File: src/rtl/usb_tx_pkg.sv
// Shared types and byte constants for the USB packet transmit controller.
package usb_tx_pkg;

    typedef enum logic [2:0] {
        TT_DATA0 = 3'd0,
        TT_DATA1 = 3'd1,
        TT_ACK   = 3'd2,
        TT_NAK   = 3'd3,
        TT_STALL = 3'd4
    } tx_type_t;

    typedef enum logic [3:0] {
        ST_IDLE,
        ST_SYNC,
        ST_PID,
        ST_FETCH,
        ST_DATA,
        ST_CRC_LO,
        ST_CRC_HI,
        ST_EOP,
        ST_DONE
    } state_t;

    localparam logic [7:0] SYNC_BYTE = 8'h80;
    localparam logic [7:0] PID_DATA0 = 8'hC3;
    localparam logic [7:0] PID_DATA1 = 8'h4B;
    localparam logic [7:0] PID_ACK   = 8'h D2;
    localparam logic [7:0] PID_NAK   = 8'h5A;
    localparam logic [7:0] PID_STALL = 8'h1E;

    localparam logic [2:0] PH_IDLE = 3'd0;
    localparam logic [2:0] PH_SYNC = 3'd1;
    localparam logic [2:0] PH_PID  = 3'd2;
    localparam logic [2:0] PH_DATA = 3'd3;
    localparam logic [2:0] PH_CRC  = 3'd4;
    localparam logic [2:0] PH_EOP  = 3'd5;

    function automatic logic is_data(input logic [2:0] t);
        return (t == TT_DATA0) || (t == TT_DATA1);
    endfunction

endpackage

File: src/rtl/usb_tx_pid_enc.sv
// Combinational map from packet type to PID byte plus a legality flag.
// Zero latency; no flow control.
module usb_tx_pid_enc
    import usb_tx_pkg::*;
(
    input  logic [2:0] tx_type,
    output logic [7:0] pid,
    output logic       legal
);

    always_comb begin
        pid   = 8'h00;
        legal = 1'b1;
        case (tx_type)
            TT_DATA0: pid = PID_DATA0;
            TT_DATA1: pid = PID_DATA1;
            TT_ACK:   pid = PID_ACK;
            TT_NAK:   pid = PID_NAK;
            TT_STALL: pid = PID_STALL;
            default:  legal = 1'b0;
        endcase
    end

endmodule

File: src/rtl/usb_tx_ctrl.sv
// USB packet transmit sequencer: SYNC, PID, payload, CRC16, EOP; one byte per load/taken handshake.
// Optional tx_abort under USB_TX_ABORT_EN; each byte waits for byte_taken, payload waits for data_valid.
module usb_tx_ctrl
    import usb_tx_pkg::*;
#(
    parameter int MAX_BYTES = 64,
    parameter int CNT_W     = $clog2(MAX_BYTES + 1)
) (
    input  logic             clk,
    input  logic             n_rst,
    input  logic             tx_start,
`ifdef USB_TX_ABORT_EN
    input  logic             tx_abort,
`endif
    input  logic [2:0]       tx_type,
    input  logic [CNT_W-1:0] tx_size,
    output logic             data_req,
    input  logic [7:0]       data_in,
    input  logic             data_valid,
    output logic [7:0]       byte_out,
    output logic             byte_load,
    input  logic             byte_taken,
    output logic             crc_clear,
    output logic             crc_enable,
    input  logic [15:0]      crc_in,
    output logic             eop_req,
    input  logic             eop_done,
    output logic             tx_busy,
    output logic             tx_done,
    output logic             tx_error,
    output logic [2:0]       state_out
);

    state_t           state;
    logic [2:0]       type_q;
    logic [CNT_W-1:0] size_q;
    logic [CNT_W-1:0] count;
    logic [CNT_W-1:0] count_nxt;
    logic [2:0]       enc_type;
    logic [7:0]       pid;
    logic             legal;
    logic             oversize;
    logic             taken;

    // The encoder checks the incoming request in IDLE and supplies the latched PID afterwards.
    assign enc_type  = (state == ST_IDLE) ? tx_type : type_q;
    assign oversize  = is_data(tx_type) && (tx_size > CNT_W'(MAX_BYTES));
    assign count_nxt = count + {{(CNT_W-1){1'b0}}, 1'b1};
    assign taken     = byte_taken && !byte_load;

    usb_tx_pid_enc u_pid_enc (
        .tx_type (enc_type),
        .pid     (pid),
        .legal   (legal)
    );

`ifdef USB_TX_ABORT_EN
    logic aborted;
    logic abort_now;
    assign abort_now = tx_abort && (state inside {ST_SYNC, ST_PID, ST_FETCH, ST_DATA,
                                                  ST_CRC_LO, ST_CRC_HI});
`endif

    always_ff @(posedge clk or negedge n_rst) begin
        if (!n_rst) begin
            state      <= ST_IDLE;
            type_q     <= 3'd0;
            size_q     <= '0;
            count      <= '0;
            data_req   <= 1'b0;
            byte_out   <= 8'h00;
            byte_load  <= 1'b0;
            crc_clear  <= 1'b0;
            crc_enable <= 1'b0;
            eop_req    <= 1'b0;
            tx_busy    <= 1'b0;
            tx_done    <= 1'b0;
            tx_error   <= 1'b0;
            state_out  <= PH_IDLE;
`ifdef USB_TX_ABORT_EN
            aborted    <= 1'b0;
`endif
        end else begin
            data_req   <= 1'b0;
            byte_load  <= 1'b0;
            crc_clear  <= 1'b0;
            crc_enable <= 1'b0;
            tx_done    <= 1'b0;
            tx_error   <= 1'b0;
`ifdef USB_TX_ABORT_EN
            if (abort_now) begin
                state     <= ST_EOP;
                state_out <= PH_EOP;
                eop_req   <= 1'b1;
                aborted   <= 1'b1;
            end else
`endif
            begin
                case (state)
                    ST_IDLE: begin
                        if (tx_start) begin
                            if (legal && !oversize) begin
                                type_q    <= tx_type;
                                size_q    <= tx_size;
                                count     <= '0;
                                crc_clear <= 1'b1;
                                tx_busy   <= 1'b1;
                                state     <= ST_SYNC;
                                state_out <= PH_SYNC;
                                byte_out  <= SYNC_BYTE;
                                byte_load <= 1'b1;
                            end else begin
                                tx_error <= 1'b1;
                            end
                        end
                    end
                    ST_SYNC: begin
                        if (taken) begin
                            state     <= ST_PID;
                            state_out <= PH_PID;
                            byte_out  <= pid;
                            byte_load <= 1'b1;
                        end
                    end
                    ST_PID: begin
                        if (taken) begin
                            if (!is_data(type_q)) begin
                                state     <= ST_EOP;
                                state_out <= PH_EOP;
                                eop_req   <= 1'b1;
                            end else if (size_q == '0) begin
                                state     <= ST_CRC_LO;
                                state_out <= PH_CRC;
                                byte_out  <= crc_in[7:0];
                                byte_load <= 1'b1;
                            end else begin
                                state     <= ST_FETCH;
                                state_out <= PH_DATA;
                                data_req  <= 1'b1;
                            end
                        end
                    end
                    ST_FETCH: begin
                        if (data_valid) begin
                            state      <= ST_DATA;
                            state_out  <= PH_DATA;
                            byte_out   <= data_in;
                            byte_load  <= 1'b1;
                            crc_enable <= 1'b1;
                        end
                    end
                    ST_DATA: begin
                        if (taken) begin
                            count <= count_nxt;
                            if (count_nxt == size_q) begin
                                state     <= ST_CRC_LO;
                                state_out <= PH_CRC;
                                byte_out  <= crc_in[7:0];
                                byte_load <= 1'b1;
                            end else begin
                                state     <= ST_FETCH;
                                state_out <= PH_DATA;
                                data_req  <= 1'b1;
                            end
                        end
                    end
                    ST_CRC_LO: begin
                        if (taken) begin
                            state     <= ST_CRC_HI;
                            state_out <= PH_CRC;
                            byte_out  <= crc_in[15:8];
                            byte_load <= 1'b1;
                        end
                    end
                    ST_CRC_HI: begin
                        if (taken) begin
                            state     <= ST_EOP;
                            state_out <= PH_EOP;
                            eop_req   <= 1'b1;
                        end
                    end
                    ST_EOP: begin
                        if (eop_done) begin
                            state     <= ST_DONE;
                            state_out <= PH_EOP;
                            eop_req   <= 1'b0;
`ifdef USB_TX_ABORT_EN
                            if (aborted) tx_error <= 1'b1;
                            else         tx_done  <= 1'b1;
`else
                            tx_done   <= 1'b1;
`endif
                        end
                    end
                    ST_DONE: begin
                        state     <= ST_IDLE;
                        state_out <= PH_IDLE;
                        tx_busy   <= 1'b0;
`ifdef USB_TX_ABORT_EN
                        aborted   <= 1'b0;
`endif
                    end
                    default: begin
                        state     <= ST_IDLE;
                        state_out <= PH_IDLE;
                        eop_req   <= 1'b0;
                        tx_busy   <= 1'b0;
                    end
                endcase
            end
        end
    end

endmodule

File: config.mk
export PLATFORM = sky130hd
export DESIGN_NAME = usb_tx_ctrl
export DESIGN_NICKNAME = d
export VERILOG_FILES = /design/src/rtl/usb_tx_pkg.sv /design/src/rtl/usb_tx_pid_enc.sv /design/src/rtl/usb_tx_ctrl.sv
export SDC_FILE = /design/constraint.sdc
export NUM_CORES = 1
export LEC_CHECK = 0
export ABC_CLOCK_PERIOD_IN_PS = 6500
export CORE_MARGIN = 8
export CORE_UTILIZATION = 52
export CTS_CLUSTER_SIZE = 28
export DETAILED_ROUTE_END_ITERATION = 6
export PLACE_DENSITY = 0.85
export SETUP_SLACK_MARGIN = 0.4
export SLEW_MARGIN = 20
export SYNTH_ARGS = -nofsm -noshare
export SYNTH_HDL_FRONTEND = slang
export SYNTH_SLANG_ARGS = --single-unit
File: constraint.sdc
create_clock -name clk -period 6.5 [get_ports clk]
set_clock_uncertainty 0.15 [all_clocks]
set_input_delay 0.65 -clock clk [delete_from_list [all_inputs] [get_ports clk]]
set_output_delay 0.65 -clock clk [all_outputs]
set_load 0.05 [all_outputs]
==> impl_metrics.env <==
export IMPL_run_status="complete, no violations"
export IMPL_clockBufferDepth=2
export IMPL_postSynth_asyncResetShare=1.00
export IMPL_clock_tree_from_tritoncts="built"
export IMPL_synth_area_mm2=0.00225
export IMPL_layout_drive_gt1_share=0.105
export IMPL_clkTransAtPathRegs_ps=80
export IMPL_report_final_slew_viol_count=0
export IMPL_grt_pass1_vias=2045
export IMPL_netlist_cell_type_count=43
export IMPL_ys_seq_elements=40
export IMPL_drt_vias_per_instance=5.86
export IMPL_setup_viol=0
export IMPL_insertedDiodeCount=0
export IMPL_arrival_ps=3390
export IMPL_finalWirelength_um=6000
export IMPL_register_area_share_after_synthesis=0.446
export IMPL_drcViolationCount=0
export IMPL_n_fill_cell=336
export IMPL_final_period_minus_worst_setup_slack_ps=3350
export IMPL_cts_htree_levels=2
export IMPL_final_cells=346
export IMPL_ant_nets=0
export IMPL_holdCritPathClass="input port to asynchronous set/reset pin"
export IMPL_synth_cells=240
export IMPL_gp_congestion=0.882
export IMPL_synthDominantAreaCellType="sky130_fd_sc_hd__dfrtp_1"
export IMPL_areaGrowthSynthToFinish_pct=31.0
export IMPL_totalNegativeSetupSlack_ps=0
export IMPL_avgRoutedWirePerCell_um=17.3
export IMPL_via_count=2028
export IMPL_rsz0062_at_grt="false"
export IMPL_syn_nets=281
export IMPL_leakage_nw=1.19
export IMPL_chipWidth_um=81.7
export IMPL_post_synth_edffs=0
export IMPL_synth_area_leaders="sky130_fd_sc_hd__dfrtp_1 45%, sky130_fd_sc_hd__mux2_2 8.0%, sky130_fd_sc_hd__xnor2_1 4.3%, sky130_fd_sc_hd__o21ai_0 4.2%, sky130_fd_sc_hd__nand2_1 4.0%"
export IMPL_placement_cell_area_mm2=0.00283
export IMPL_clkSinkCount=40
export IMPL_place_port_buffers=58
export IMPL_maxSlewHeadroom=0.332
export IMPL_initial_utilization=0.527
export IMPL_worst_endpoint_required_ps=6540
export IMPL_portion_of_synthesized_cell_area_occupied_by_the_leading_cell_type=0.446
export IMPL_worst_ir_drop_vdd_mv=0.292
export IMPL_critPathLaunchType="flip-flop"
export IMPL_core_area_mm2=0.00426
export IMPL_holdBufCountCts=0
export IMPL_fp_dieH_um=81.7
export IMPL_root_buffer="sky130_fd_sc_hd__clkbuf_8"
export IMPL_placed_cell_count=338
export IMPL_grt_start_max_net_pins=41
export IMPL_max_capacitance_violation_total=0
export IMPL_postCtsSetupRepairBufs=0
export IMPL_grt_overflow_total=0
export IMPL_reg2reg_setup_slack_ps=3150
export IMPL_drt_pass1_iterations=4
export IMPL_worst_skew_pair_late_latency_ps=300
export IMPL_hold_violations=0
export IMPL_synth_top_flop_cell="sky130_fd_sc_hd__dfrtp_1"
export IMPL_slew_at_the_pin_with_the_worst_max_slew_slack_ps=996
export IMPL_worst_hold_slack_ps=309
export IMPL_final_min_period_over_clock_period=0.515
export IMPL_post_route_cell_area_mm2=0.00294
export IMPL_detailed_place_hpwl_um=4440
export IMPL_numCtsBuffers=5
export IMPL_gr_usage_all_layers=0.194
export IMPL_grt_antenna_before_repair=0
export IMPL_dieArea_mm2=0.00668
export IMPL_timing_critical_path_to_type="flip-flop"
export IMPL_peak_fanout_along_the_critical_path=21
export IMPL_placement_rows=24
export IMPL_first_iter_violations=203
export IMPL_cell_pwr_density_mw_per_mm2=494
export IMPL_critical_path_class="flip-flop to flip-flop"
export IMPL_syn_area_per_cell_um2=9.36
export IMPL_cts_repair_resized=0
export IMPL_grt_pass1_wl_um=10000
export IMPL_timing_fmax_ghz=0.299
export IMPL_ys_warn_count=0
export IMPL_layout_nets=334
export IMPL_num_io_pins=59
[worst max-delay path: stages, from the launching register on]
cell and delay [ps]:
sky130_fd_sc_hd__dfrtp_1 610, sky130_fd_sc_hd__nor4_1 690, sky130_fd_sc_hd__mux2i_1 210, sky130_fd_sc_hd__nor3_2 790
sky130_fd_sc_hd__a211oi_1 170, sky130_fd_sc_hd__o21ai_4 210, sky130_fd_sc_hd__mux2_2 380
[sequential cells by signal (all words and copies together) (netlist names)]
| register | cells |
|---|---|
| data_req | 1 |
| crc_enable | 1 |
| state | 4 |
| type_q | 3 |
| tx_busy | 1 |
| size_q | 7 |
| eop_req | 1 |
| tx_done | 1 |
| crc_clear | 1 |
| count | 7 |
| tx_error | 1 |
| state_out | 3 |
| byte_out | 8 |
| byte_load | 1 |
[metal layers]
layer / GRT usage / up-vias / share of wire
met2: 0.309 / 77 / 0.51
met3: 0.0580 / 13 / 0.063
met4: 0.0789 / 0 / 0.021
li1: - / 973 / -
met5: 0 / - / 0
met1: 0.239 / 965 / 0.40
[Yosys cell counts (3+ instances only)]
cell type / number
sky130_fd_sc_hd__nand2b_1: 5
sky130_fd_sc_hd__nor3_1: 6
sky130_fd_sc_hd__clkbuf_1: 8
sky130_fd_sc_hd__nand3_1: 11
sky130_fd_sc_hd__a221oi_1: 3
sky130_fd_sc_hd__inv_1: 7
sky130_fd_sc_hd__nand2_1: 24
sky130_fd_sc_hd__nor2b_1: 3
sky130_fd_sc_hd__a22oi_1: 5
sky130_fd_sc_hd__xnor2_1: 11
sky130_fd_sc_hd__mux2i_1: 3
sky130_fd_sc_hd__o21ai_0: 19
sky130_fd_sc_hd__xor2_1: 3
sky130_fd_sc_hd__dfrtp_1: 40
sky130_fd_sc_hd__a21oi_1: 12
sky130_fd_sc_hd__nor2_1: 23
sky130_fd_sc_hd__nor4_1: 6
sky130_fd_sc_hd__mux2_2: 16
[worst paths after layout]
check	startpoint	depth (start not counted)	endpoint
setup / recovery	state[1]	6	byte_out[6]
hold / removal	n_rst	1	state_out[0]
setup reg to reg	state[1]	6	byte_out[6]
hold reg to reg	count[6]	1	count[6]
max in group asynchronous	n_rst	1	size_q[3]
min in group clk	count[6]	1	count[6]
[kinds of logic (layout without fill, tap and decap cells)]
| group | Yosys count | after routing | synth area share |
|---|---|---|---|
| buffers and inverters | 19 | 73 | 0.0390 |
| adder cells (fa/ha/maj) | 1 | 1 | 0.00557 |
| XOR/XNOR | 14 | 14 | 0.0546 |
| flip-flops | 40 | 40 | 0.446 |
| AND/OR/NAND/NOR | 88 | 88 | 0.186 |
| AO/OA/AOI/OAI | 59 | 59 | 0.175 |
| multiplexers | 19 | 19 | 0.0936 |
[layout by cell type, fill, tap and decap left out, drive strengths merged, types with 3 or more instances in the layout]
cell	netlist	layout
nand3	11	11
nand2b	5	5
xnor2	11	11
a21oi	12	12
dfrtp	40	40
nor2	23	23
mux2i	3	3
clkdlybuf4s50	0	57
inv	7	7
nand2	25	25
o21ai	20	20
a221oi	3	3
clkbuf	8	5
nor3	6	6
nor4	6	6
a22oi	5	5
xor2	3	3
nor2b	3	3
mux2	16	16
[where the power goes]
group	leakage [nW]	internal [W]	switching, W
Sequential	0.510	0.000344	0.000129
Clock	0.0541	0.000114	0.0000934
Combinational	0.629	0.000323	0.000450
[cell type report]
class	instances	area (µm²)	share of cell area
Clock inverter	3	42.5	0.0145
Timing Repair Buffer	58	576	0.196
Inverter	7	26.3	0.00893
Tap cell	52	65.1	0.0221
Sequential cell	40	1000	0.340
Clock buffer	5	68.8	0.0234
Multi-Input combinational cell	181	1160	0.395
[stage by stage]
step,total power [W],util,worst slack [ps]
2_1_floorplan,0.00102,-,3590
3_3_place_gp,0.00122,0.664,3150
3_5_place_dp,0.00125,0.664,3070
4_1_cts,0.00146,0.690,3170
5_1_grt,0.00155,0.690,2950
6_report,0.00145,0.690,3150
Note: power is estimated with default switching activity, not from simulation.
